`src/rtl/addsub_share_arbiter.sv`:
```
// Round-robin arbiter sharing one 8-bit adder/subtractor between NUM_REQ requesters.
// The result is registered and returned with the owning requester's ID.

module adder_subtractor_8bit (
    input  logic [7:0] a_i,
    input  logic [7:0] b_i,
    input  logic       op_i,
    output logic [7:0] sum_o,
    output logic       cout_o
);
    logic [7:0] b_eff;
    logic [8:0] res;

    // Subtraction is A + ~B + 1, so Cout=1 means no borrow.
    assign b_eff  = op_i ? ~b_i : b_i;
    assign res    = {1'b0, a_i} + {1'b0, b_eff} + {8'd0, op_i};
    assign sum_o  = res[7:0];
    assign cout_o = res[8];
endmodule

module addsub_share_arbiter #(
    parameter int NUM_REQ = 4,
    parameter int ID_W    = 2
) (
    input  logic                 clk,
    input  logic                 rst,
    input  logic [NUM_REQ-1:0]   req_valid,
    output logic [NUM_REQ-1:0]   req_ready,
    input  logic [8*NUM_REQ-1:0] req_a,
    input  logic [8*NUM_REQ-1:0] req_b,
    input  logic [NUM_REQ-1:0]   req_op,
    output logic                 rsp_valid,
    input  logic                 rsp_ready,
    output logic [ID_W-1:0]      rsp_id,
    output logic [7:0]           rsp_sum,
    output logic                 rsp_cout,
    output logic [15:0]          op_count
);
    // Handshake: a transfer happens on req_valid[i] && req_ready[i] at a rising
    // edge; a response is consumed on rsp_valid && rsp_ready at a rising edge.

    typedef enum logic {EMPTY = 1'b0, FULL = 1'b1} state_t;

    state_t          state_q, state_d;
    logic [ID_W-1:0] rr_ptr_q, rr_ptr_d;
    logic [ID_W-1:0] rsp_id_q;
    logic [7:0]      rsp_sum_q;
    logic            rsp_cout_q;
    logic [15:0]     op_count_q, op_count_d;

    logic            can_issue;
    logic            grant_found;
    logic [ID_W-1:0] grant_idx;
    logic [ID_W-1:0] cand;
    logic [7:0]      alu_a, alu_b;
    logic            alu_op;
    logic [7:0]      alu_sum;
    logic            alu_cout;

    assign rsp_valid = (state_q == FULL);
    assign can_issue = !rsp_valid || rsp_ready;

    // Scan upward from rr_ptr, wrapping at NUM_REQ-1 (not at 2^ID_W-1).
    always_comb begin
        grant_found = 1'b0;
        grant_idx   = '0;
        cand        = '0;
        req_ready   = '0;
        if (!rst && can_issue) begin
            for (int k = 0; k < NUM_REQ; k++) begin
                if (int'(rr_ptr_q) + k >= NUM_REQ) begin
                    cand = ID_W'(int'(rr_ptr_q) + k - NUM_REQ);
                end else begin
                    cand = ID_W'(int'(rr_ptr_q) + k);
                end
                if (!grant_found && req_valid[cand]) begin
                    grant_found = 1'b1;
                    grant_idx   = cand;
                end
            end
        end
        if (grant_found) begin
            req_ready[grant_idx] = 1'b1;
        end
    end

    // Idle datapath sees zero operands and add.
    always_comb begin
        alu_a  = 8'd0;
        alu_b  = 8'd0;
        alu_op = 1'b0;
        for (int i = 0; i < NUM_REQ; i++) begin
            if (grant_found && grant_idx == ID_W'(i)) begin
                alu_a  = req_a[8*i +: 8];
                alu_b  = req_b[8*i +: 8];
                alu_op = req_op[i];
            end
        end
    end

    adder_subtractor_8bit u_alu (
        .a_i    (alu_a),
        .b_i    (alu_b),
        .op_i   (alu_op),
        .sum_o  (alu_sum),
        .cout_o (alu_cout)
    );

    always_comb begin
        state_d    = state_q;
        rr_ptr_d   = rr_ptr_q;
        op_count_d = op_count_q;
        case (state_q)
            EMPTY: if (grant_found) state_d = FULL;
            FULL:  if (rsp_ready && !grant_found) state_d = EMPTY;
            default: state_d = EMPTY;
        endcase
        if (grant_found) begin
            if (int'(grant_idx) == NUM_REQ - 1) begin
                rr_ptr_d = '0;
            end else begin
                rr_ptr_d = grant_idx + ID_W'(1);
            end
            if (op_count_q != 16'hFFFF) begin
                op_count_d = op_count_q + 16'd1;
            end
        end
    end

    always_ff @(posedge clk) begin
        if (rst) begin
            state_q    <= EMPTY;
            rr_ptr_q   <= '0;
            rsp_id_q   <= '0;
            rsp_sum_q  <= 8'd0;
            rsp_cout_q <= 1'b0;
            op_count_q <= 16'd0;
        end else begin
            state_q    <= state_d;
            rr_ptr_q   <= rr_ptr_d;
            op_count_q <= op_count_d;
            if (grant_found) begin
                rsp_id_q   <= grant_idx;
                rsp_sum_q  <= alu_sum;
                rsp_cout_q <= alu_cout;
            end
        end
    end

    assign rsp_id   = rsp_id_q;
    assign rsp_sum  = rsp_sum_q;
    assign rsp_cout = rsp_cout_q;
    assign op_count = op_count_q;
endmodule

```
`config.mk`:
```
export PLATFORM = sky130hd
export DESIGN_NAME = addsub_share_arbiter
export DESIGN_NICKNAME = d
export VERILOG_FILES = /design/src/rtl/addsub_share_arbiter.sv
export SDC_FILE = /design/constraint.sdc
export NUM_CORES = 1
export LEC_CHECK = 0
export BUFFER_PORTS_ARGS = -buffer_cell sky130_fd_sc_hd__buf_2
export CAP_MARGIN = 5
export CORE_ASPECT_RATIO = 0.8
export CORE_UTILIZATION = 40
export CTS_BUF_LIST = sky130_fd_sc_hd__clkbuf_2
export CTS_CLUSTER_SIZE = 20
export DETAILED_ROUTE_END_ITERATION = 6
export PLACE_DENSITY_LB_ADDON = 0.25
export SLEW_MARGIN = 20
export SYNTH_ARGS = -nofsm -noshare
export SYNTH_HDL_FRONTEND = slang
export SYNTH_HIERARCHICAL = 1
export SYNTH_SLANG_ARGS = --single-unit
```
`constraint.sdc`:
```
create_clock -name clk -period 10 [get_ports clk]
set_input_delay 1 -clock clk [delete_from_list [all_inputs] [get_ports clk]]
set_output_delay 1 -clock clk [all_outputs]
set_load 0.01 [all_outputs]
```
==> flow_summary_export.csv, run 1 <==
group,metric,value,unit
placement,gp_congestion,0.860,
cells_and_area,diodes,0,
placement,post_dp_cell_area,2850,µm²
floorplanning,dieWidth,86.5,µm
power_and_ir_drop,p_leak,0.00142,µW
worst_setup_path,endpoint_kind,"register",
clock_tree,clock-sinks,30,
timing,fin_tns_setup,0,ns
global_routing,grt_pass1_vias,2214,
power_and_ir_drop,clkPwrFrac,16.8,%
timing,rsz0062_at_grt,"no",
logic_synthesis,yosys_warnings,6,
logic_synthesis,synth_edf_count,0,
power_and_ir_drop,p_int,215,µW
worst_setup_path,critPathArrivalTime,5.78,ns
clock_tree,clkTransAtPathRegs,0.14,ns
floorplanning,die_h,69.6,µm
cells_and_area,instances_no_fill,459,
job,drv_cap,0,
detailed_routing,drtPass1Iterations,4,
clock_tree,cts_buffer_depth,2,
placement,portBuffers,106,
clock_tree,post_cts_buffers,0,
detailed_routing,num_vias,2410,
logic_synthesis,synth_top_area_share,26.3,%
detailed_routing,routedWlPerCell,13.2,µm
logic_synthesis,syn-num-nets,370,
logic_synthesis,netlist_top_cells_area,"dfxtp_1, a22oi_1, xor2_1, ha_1, o22ai_1",
worst_setup_path,cpPeakStageDelay,0.86,ns
power_and_ir_drop,ir_drop,0.0000522,V
detailed_routing,drtIter0Drc,113,
cells_and_area,fill_cells,597,
timing,tightest_slew,1.10,ns
worst_setup_path,worstSetupPathType,"in2reg",
global_routing,grt_overflow,0,
logic_synthesis,ys_ff_latch,30,
clock_tree,cts_resized,0,
clock_tree,cts-root-buf,"clkbuf_2",
clock_tree,cts_hold_buffers,0,
worst_setup_path,cp_cell_sequence,"buf_2 -> nand2b_1 -> a21oi_1 -> o21ai_0 -> a2111oi_1 -> inv_1 -> ha_1 -> nor3b_4 -> a22oi_1 -> a22oi_1 -> xor2_1 -> ha_1 -> nor2b_1 -> o31a_1 -> o31a_1 -> o22a_1 -> nand2_1 -> nand2_1",
logic_synthesis,synth_cells,282,
logic_synthesis,syn_avg_cell_area,8.09,µm²
logic_synthesis,synth_ff_type,"dfxtp_1",
power_and_ir_drop,pwr-share-comb,42.3,%
detailed_routing,viasPerCell,5.25,
power_and_ir_drop,seq_power_share,40.9,%
global_routing,grt_usage,20.7,%
hold_path,hold_class,"reg2reg",
global_routing,grt_pass1_wl,10100,µm
global_routing,antenna_found_initial,0,
cells_and_area,fin_area,2890,µm²
cells_and_area,nets,468,
power_and_ir_drop,netSwitchingPower,127,µW
timing,fin_skew,0.0210,ns
cells_and_area,syn_to_final_growth,26.6,%
floorplanning,fp-row-count,24,
floorplanning,core,5470,µm²
worst_setup_path,required,10.27,ns
timing,finalCriticalPeriod,5.51,ns
floorplanning,dieArea,6010,µm²
detailed_routing,antenna_left,0,
detailed_routing,drcViolationCount,0,
placement,post-dp-hpwl,4730,µm
logic_synthesis,synth_most_common_cell,"a22oi_1",
clock_tree,cts_buffers,5,
timing,relSlewSlack,26.2,%
worst_setup_path,cp_max_fo,17,
logic_synthesis,synthTopCellsByCount,"a22oi_1, dfxtp_1, nand2_1",
logic_synthesis,yosysUniqueCellTypes,50,
power_and_ir_drop,netSwitchingFraction,37.2,%
floorplanning,start_util,41.8,%
detailed_routing,drt_wl_total,6060,µm
clock_tree,insertion_delay,0.36,ns
timing,hold_viol,0,
worst_setup_path,startpoint_type,"input pin",
logic_synthesis,synth_top_area_cell,"dfxtp_1",
logic_synthesis,ys_seq_area_share,26.3,%
clock_tree,cts_tree,"yes",
timing,setup_viol,0,
clock_tree,htree_levels,2,
placement,dp_cells,451,
timing,max_freq,181,MHz
global_routing,grt_max_degree,36,
timing,timing.final.crit_share,55.1,%
floorplanning,boundaryPins,107,
power_and_ir_drop,power_density,118,nW/µm²
logic_synthesis,synthArstFlopShare,0,%
cells_and_area,layout-drive-gt1-share,32.8,%
timing,drv_slew,0,
status,outcome,"finished, final reports clean",
worst_setup_path,critPathSlowestCell,"a22oi_1",
logic_synthesis,netlist_area,2280,µm²
[sequential cells by signal, indices dropped and copies added (netlist names)]
signal,flops
rr_ptr_q,2
op_count,16
rsp_id,2
rsp_sum,8
rsp_valid,1
rsp_cout,1
[power by group through the flow]
stage	clock, µW	sequential [µW]	combinational (µW)
detailed placement	0	143	144
floorplan	0	148	93.6
global placement	0	143	142
finish	57.4	140	145
CTS	60.9	140	144
global route	65.8	142	161
[cell type report]
class | instances | area (µm²) | area share [%]
Multi-Input combinational cell | 223 | 1570 | 54.2
Inverter | 13 | 48.8 | 1.69
Timing Repair Buffer | 107 | 538 | 18.6
Clock inverter | 2 | 8.76 | 0.303
Sequential cell | 30 | 601 | 20.8
Clock buffer | 6 | 30.0 | 1.04
Tap cell | 78 | 97.6 | 3.38
[worst paths after layout]
check        cells after the start    startpoint         end  slack [ns]
max                             18  req_valid[0]    rsp_cout        4.49
min                              2    rsp_sum[0]  rsp_sum[0]        0.46
max reg2reg                     16   rr_ptr_q[0]    rsp_cout        4.92
min reg2reg                      2    rsp_sum[0]  rsp_sum[0]        0.46
[placed cells by master (no fill, tap or decap), types with 3 or more instances in the layout]
cell type and count:
o21ai_0 6, o211ai_1 5, nor2_1 20, xnor2_1 6, and3_1 3, dfxtp_1 30, a21oi_1 6, nand2_1 23
o22ai_1 18, buf_2 106, o21a_1 3, a22oi_1 34, ha_1 12, clkbuf_2 6, nand4_1 6, xor2_1 21
and4_1 5, inv_1 12, nand3_1 14, and2_1 6
[cell families (layout without fill, tap and decap cells)]
logic type	after synthesis	in the layout	synth area share, %
AOI/OAI and AO/OA	87	87	27.1
buffers and inverters	29	128	5.59
adders and majority gates	13	13	7.46
xor gates and xnor gates	27	27	10.4
muxes	2	2	1.04
DFF	30	30	26.3
and+or+nand+nor	94	94	22.1
[stage by stage]
| step | total power, µW | worst slack (ns) | util [%] | hold WS [ns] |
|---|---|---|---|---|
| 2_1_floorplan | 241 | 5.45 | - | 0.478 |
| 4_1_cts | 345 | 4.56 | 52.8 | 0.464 |
| 3_5_place_dp | 286 | 4.14 | 52.1 | 0.442 |
| 3_3_place_gp | 285 | 4.46 | 52.1 | 0.440 |
| 5_1_grt | 369 | 4.16 | 52.9 | 0.492 |
| 6_report | 342 | 4.49 | 52.9 | 0.458 |
[metal layers]
metal / vias up / track usage (%) / routed length, µm
met5: - / 0 / 0
met4: 0 / 5.93 / 60
met3: 6 / 4.29 / 315
met2: 71 / 32.1 / 2670
met1: 1076 / 29.0 / 3010
li1: 1257 / - / -
[worst max-delay path, delay by kind of cell]
kind / cells / cell delay, ns
AO/OA/AOI/OAI: 8 / 2.67
XOR/XNOR: 1 / 0.20
adder cells (fa/ha/maj): 2 / 0.65
buffers and inverters: 2 / 0.30
AND/OR/NAND/NOR: 5 / 0.96
No activity file was read; power rests on OpenSTA's default activity.
==> run 2: changes to the inputs <==
--- a/config.mk
+++ b/config.mk
@@ -5,6 +5,7 @@
 export SDC_FILE = /design/constraint.sdc
 export NUM_CORES = 1
 export LEC_CHECK = 0
+export ABC_AREA = 1
 export BUFFER_PORTS_ARGS = -buffer_cell sky130_fd_sc_hd__buf_2
 export CAP_MARGIN = 5
 export CORE_ASPECT_RATIO = 0.8
==> constraint.sdc (replaced) <==
create_clock -name clk -period 5.6 [get_ports clk]
set_input_delay 0.56 -clock clk [delete_from_list [all_inputs] [get_ports clk]]
set_output_delay 0.56 -clock clk [all_outputs]
set_load 0.01 [all_outputs]
==> run 2 against run 1 <==
  * Via count rose by 52%
  * Critical path depth rose by 11
  * Sequential cell count did not move
  * Setup slack got worse by 3.3 ns
  * Clock skew fell by 0.0081 ns
  * Area after synthesis rose by 39%
  * Design area rose by 29%
  * Non-clock buffer count rose by 3
  * Synthesized cell count rose by 92%
  * Clock power rose by 86%
  * Critical endpoint is now rsp_sum[6]
==> flow_summary_export.csv, run 2 <==
group,metric,value,unit
placement,gp_congestion,0.943,
cells_and_area,fill_cells,787,
clock_tree,cts_tree,"yes",
global_routing,grt_usage,21.7,%
worst_setup_path,cp-startpoint,"rr_ptr_q[0]",
cells_and_area,largest_reg_flops,16,
detailed_routing,viasPerCell,5.01,
worst_setup_path,startpoint_type,"register",
timing,fin_skew,0.0130,ns
logic_synthesis,synth_cells,541,
timing,setup_viol,0,
clock_tree,cts-root-buf,"clkbuf_2",
worst_setup_path,r2r-start,"rr_ptr_q[0]",
worst_setup_path,reg2reg_setup_slack,1.18,ns
logic_synthesis,ys_seq_area_share,19.0,%
clock_tree,cts_buffer_depth,2,
detailed_routing,drt_wl_total,8970,µm
floorplanning,core,7530,µm²
global_routing,grt_max_degree,54,
cells_and_area,layout-drive-gt1-share,21.2,%
cells_and_area,syn_to_final_growth,18.2,%
worst_setup_path,endpoint_kind,"register",
worst_setup_path,worstSetupPathType,"reg2reg",
timing,relSlewSlack,46.2,%
logic_synthesis,syn-num-nets,629,
floorplanning,fp-row-count,28,
clock_tree,cts_hold_buffers,0,
timing,rsz0062_at_grt,"no",
cells_and_area,diodes,0,
logic_synthesis,synth.area.mux_share,0,%
detailed_routing,drtIter0Drc,239,
timing,timing.final.crit_share,78.9,%
cells_and_area,final_common_cell,"nand2_1",
global_routing,antenna_found_initial,0,
power_and_ir_drop,ir_drop,0.000230,V
logic_synthesis,synth_top_area_share,19.0,%
timing,finalCriticalPeriod,4.42,ns
status,outcome,"finished, final reports clean",
timing,fin_tns_setup,0,ns
global_routing,grt_pass1_wl,14300,µm
logic_synthesis,synth_xor_area_share,6.09,%
timing,drv_slew,0,
logic_synthesis,synth_ff_type,"dfxtp_1",
detailed_routing,drtPass1Iterations,5,
clock_tree,clock-sinks,30,
power_and_ir_drop,power_density,416,nW/µm²
global_routing,grt_pass1_vias,3116,
cells_and_area,layout_common_cells,"nand2_1, buf_2, inv_1",
worst_setup_path,crit_top_cell,"nand2_1",
clock_tree,cts_resized,0,
worst_setup_path,critPathSlowestCell,"dfxtp_1",
worst_setup_path,ff2ff_path_depth,29,
clock_tree,post_cts_buffers,0,
worst_setup_path,cp_max_fo,28,
detailed_routing,num_vias,3665,
logic_synthesis,yosysUniqueCellTypes,34,
global_routing,grt_overflow,0,
floorplanning,dieArea,8270,µm²
worst_setup_path,cp.depth,29,
placement,post-dp-hpwl,6870,µm
logic_synthesis,yosys_warnings,6,
timing,hold_ws,0.483,ns
detailed_routing,drcViolationCount,0,
floorplanning,boundaryPins,107,
floorplanning,die_h,81.5,µm
logic_synthesis,synth_top_area_cell,"dfxtp_1",
hold_path,min_from,"rsp_cout",
worst_setup_path,endpoint,"rsp_sum[6]",
worst_setup_path,critical_path.top_delay_family,"simple AND/OR/NAND/NOR gates",
job,drv_cap,0,
clock_tree,insertion_delay,0.36,ns
floorplanning,dieWidth,101,µm
detailed_routing,routedWlPerCell,12.3,µm
placement,portBuffers,106,
cells_and_area,nets,714,
power_and_ir_drop,p_leak,0.00208,µW
placement,pre_cts_slack,0.903,ns
logic_synthesis,synthArstFlopShare,0,%
worst_setup_path,path_buf_inv,5,
timing,max_freq,226,MHz
timing,tightest_slew,0.807,ns
hold_path,hold_class,"reg2reg",
floorplanning,start_util,42.0,%
timing,setup_slack,1.18,ns
worst_setup_path,critPathArrivalTime,4.74,ns
detailed_routing,antenna_left,0,
logic_synthesis,synth_edf_count,0,
clock_tree,htree_levels,2,
worst_setup_path,cpPeakStageDelay,0.56,ns
logic_synthesis,synthTopCellsByCount,"nand2_1, inv_1, nor2_1",
timing,hold_viol,0,
worst_setup_path,required,5.92,ns
logic_synthesis,synth_most_common_cell,"nand2_1",
logic_synthesis,synthAdderAreaFrac,5.38,%
logic_synthesis,syn_avg_cell_area,5.84,µm²
logic_synthesis,synthSimpleGateAreaFrac,46.7,%
power_and_ir_drop,p_total,1550,µW
clock_tree,clkTransAtPathRegs,0.17,ns
logic_synthesis,synth-compound-area-share,7.84,%
logic_synthesis,netlist_top_cells_area,"dfxtp_1, nand2_1, nand4_1, inv_1, nor2_1",
clock_tree,cts_buffers,5,
logic_synthesis,ys_ff_latch,30,
logic_synthesis,netlist_area,3160,µm²
worst_setup_path,timing.rr.end,"rsp_sum[6]",
logic_synthesis,synth_top_family_by_area,"simple AND/OR/NAND/NOR gates",
[run 2: changes by cell type after synthesis, sizes merged, moves of 6 or more]
| cell | delta |
|---|---|
| nand4 | +46 |
| inv | +66 |
| buf | +10 |
| a22oi | -34 |
| nand3 | +24 |
| a21oi | +30 |
| clkbuf | +6 |
| nor2 | +36 |
| o22ai | -18 |
| nor3 | +6 |
| nand2 | +137 |
[run 2: power breakdown]
group	leakage (µW)	internal [µW]	total (µW)	switching [µW]
clock	0.0000304	30.7	107	76.0
combinational	0.00181	414	1160	742
sequential	0.000245	255	291	35.3
[run 2: cell type report]
| cell class | count | area, µm² | area share, % |
|---|---|---|---|
| clock buffer | 6 | 30.0 | 0.804 |
| clock inverter | 2 | 8.76 | 0.234 |
| inverter | 79 | 304 | 8.14 |
| multi-input combinational | 400 | 2090 | 56.0 |
| sequential | 30 | 601 | 16.1 |
| tap | 105 | 131 | 3.52 |
| timing repair buffer | 110 | 568 | 15.2 |
[run 2: cell families (layout without fill, tap and decap cells)]
logic type / count (synthesis) / after routing
compound gates: 47 / 47
xor+xnor: 22 / 22
fa+ha+maj: 13 / 13
buf+inv: 111 / 197
flops: 30 / 30
simple gates: 318 / 318
[run 2: how the worst min path moves through the flow]
stage / endpoint / slack [ns] / cells past startpoint
final: rsp_cout / 0.48 / 2
after global routing: rsp_sum[0] / 0.51 / 2
after CTS: rsp_sum[0] / 0.48 / 2
after detailed placement: rsp_sum[0] / 0.46 / 2
after global placement: rsp_cout / 0.46 / 2
after floorplan: rsp_sum[0] / 0.49 / 2
[run 2: metal layers]
layer	track usage (%)	share of wire [%]	up-vias
li1	-	-	1906
met1	31.5	50	1598
met2	33.9	42	153
met3	3.74	6.8	8
met4	3.62	0.85	0
met5	0	0	-
[run 2: through the flow]
| stage | utilization (%) | std cells | area (µm²) |
|---|---|---|---|
| 4_1_cts | 49.4 | 731 | 3720 |
| 3_5_place_dp | 48.9 | 723 | 3680 |
| 5_1_grt | 49.6 | 732 | 3740 |
| 3_3_place_gp | 48.9 | 723 | 3680 |
| 6_report | 49.6 | 732 | 3740 |
| 2_1_floorplan | - | 541 | 3160 |
[run 2: worst register-to-register path, delay by kind of cell, from the launching register on]
kind | cells | cell delay, ns
buffers and inverters | 5 | 0.62
AO/OA/AOI/OAI | 2 | 0.45
adder cells (fa/ha/maj) | 2 | 0.80
flip-flops | 1 | 0.56
AND/OR/NAND/NOR | 20 | 1.97
==> run 3: changes to the inputs <==
==> constraint.sdc (replaced) <==
create_clock -name clk -period 4.05 [get_ports clk]
set_input_delay 0.405 -clock clk [delete_from_list [all_inputs] [get_ports clk]]
set_output_delay 0.405 -clock clk [all_outputs]
set_load 0.01 [all_outputs]
==> run 3 against run 2 <==
  * Clock skew rose by 0.032 ns
  * Wire length grew 2.1%
  * Clock-buffer cell count stayed put
  * First-iteration DRC count decreased by 2.1%
  * Clock power grew 42%
==> flow_summary_export.csv, run 3 (same netlist as run 2, synthesis figures left out) <==
group,metric,value,unit
cells_and_area,syn_to_final_growth,21.6,%
detailed_routing,drcViolationCount,0,
clock_tree,cts_buffer_depth,2,
worst_setup_path,endpoint_kind,"register",
floorplanning,die_h,81.5,µm
floorplanning,dieArea,8270,µm²
job,drv_cap,0,
clock_tree,clock-sinks,30,
cells_and_area,instances_no_fill,741,
timing,max_freq,270,MHz
global_routing,grt_pass1_vias,3265,
power_and_ir_drop,power_density,584,nW/µm²
clock_tree,cts_hold_buffers,0,
power_and_ir_drop,ir_drop,0.000415,V
cells_and_area,layout-drive-gt1-share,23.4,%
worst_setup_path,required,4.36,ns
worst_setup_path,startpoint_type,"register",
placement,pre_cts_slack,0.176,ns
timing,relSlewSlack,58.2,%
worst_setup_path,cp_max_fo,10,
placement,post_dp_cell_area,3750,µm²
status,outcome,"finished, final reports clean",
cells_and_area,diodes,0,
cells_and_area,fin_area,3840,µm²
placement,portBuffers,106,
detailed_routing,num_vias,3753,
global_routing,grt_usage,22.5,%
cells_and_area,largest_reg_flops,16,
clock_tree,clkTransAtPathRegs,0.15,ns
detailed_routing,routedWlPerCell,12.4,µm
global_routing,grt_max_degree,54,
timing,finalCriticalPeriod,3.71,ns
detailed_routing,viasPerCell,5.06,
cells_and_area,final_common_cell,"nand2_1",
timing,tightest_slew,0.625,ns
placement,gp_congestion,0.869,
power_and_ir_drop,p_leak,0.00213,µW
hold_path,min_from,"rsp_ready",
placement,post-dp-hpwl,7040,µm
timing,fin_skew,0.0446,ns
floorplanning,start_util,42.0,%
floorplanning,core,7530,µm²
global_routing,grt_overflow,0,
clock_tree,cts_tree,"yes",
timing,drv_slew,0,
timing,hold_ws,0.414,ns
timing,hold_viol,0,
worst_setup_path,critPathArrivalTime,4.02,ns
timing,setup_slack,0.345,ns
detailed_routing,top_layer,"met4",
cells_and_area,layout_common_cells,"nand2_1, buf_2, inv_1",
clock_tree,insertion_delay,0.40,ns
detailed_routing,drt-met1-wl,4500,µm
placement,dp_cells,732,
detailed_routing,drtIter0Drc,234,
detailed_routing,antenna_left,0,
hold_path,hold_class,"in2reg",
floorplanning,dieWidth,101,µm
floorplanning,fp-row-count,28,
timing,setup_viol,0,
clock_tree,cts_buffers,5,
floorplanning,boundaryPins,107,
worst_setup_path,r2r-start,"rr_ptr_q[0]",
global_routing,antenna_found_initial,0,
detailed_routing,wl_met2,4030,µm
global_routing,grt_pass1_wl,14700,µm
detailed_routing,drt_wl_total,9160,µm
detailed_routing,drtPass1Iterations,5,
clock_tree,cts-root-buf,"clkbuf_2",
timing,timing.final.crit_share,91.5,%
clock_tree,htree_levels,2,
cells_and_area,nets,723,
worst_setup_path,worstSetupPathType,"reg2reg",
cells_and_area,final_core_util,51.0,%
worst_setup_path,cp-startpoint,"rr_ptr_q[0]",
detailed_routing,wl_met3,542,µm
## run 3: power by group
group	leakage, µW	switching [µW]	internal (µW)
registers	0.000246	49.8	358
logic	0.00186	1060	629
clock network	0.0000304	110	42.3
total	0.00213	1220	1030
## run 3: what timing repair did
item | CTS | global route
setup buffers | 0 | 1
gates resized for setup | 0 | 14
endpoints found under the setup margin | 0 | 7
hold endpoints to repair | 0 | 0
## run 3: per-layer routing
| metal | vias to the layer above | track usage, % |
|---|---|---|
| met1 | 1701 | 31.9 |
| met5 | - | 0 |
| met2 | 116 | 35.9 |
| met4 | 0 | 4.93 |
| li1 | 1925 | - |
| met3 | 11 | 3.49 |
## run 3: critical path, cell delays in order, from the launching register on
cell and delay, ns:
dfxtp_4 0.41, inv_4 0.08, nand2_1 0.07, nand3_1 0.10, nand2_1 0.12, nor2_4 0.17
nand2_1 0.08, o21ai_0 0.15, inv_1 0.07, nand2_2 0.10, ha_1 0.36, buf_4 0.24
nand4_1 0.10, nand2_1 0.11, nand2_1 0.07, a21oi_1 0.23, xnor2_2 0.13, fa_1 0.47
o21ai_2 0.19, nand2_1 0.09, nand2_1 0.09, nand2_1 0.06, nand2_1 0.05, nand2_1 0.05
nand2_1 0.07
## run 3: worst paths after layout
kind | end | slack [ns] | cells past startpoint
worst max-delay path | rsp_sum[6] | 0.34 | 24
worst max register to register | rsp_sum[6] | 0.34 | 24
worst min-delay path | rsp_valid | 0.41 | 4
worst min register to register | rsp_sum[6] | 0.48 | 2
## run 3: area by class of cell
class | instances | area, µm²
clock buffers | 6 | 30.0
fillers | 809 | 3690
repair buffers | 119 | 648
well taps | 105 | 131
inverters | 79 | 304
multi-input cells | 400 | 2110
clock inverters | 2 | 8.76
flip-flops and latches | 30 | 608
## run 3: metrics by stage
| stage | power [µW] | TNS, ns |
|---|---|---|
| 2_1_floorplan | 1660 | 0 |
| 3_3_place_gp | 2000 | 0 |
| 3_5_place_dp | 2020 | 0 |
| 4_1_cts | 2180 | 0 |
| 5_1_grt | 2490 | -0.0177 |
| 6_report | 2250 | 0 |
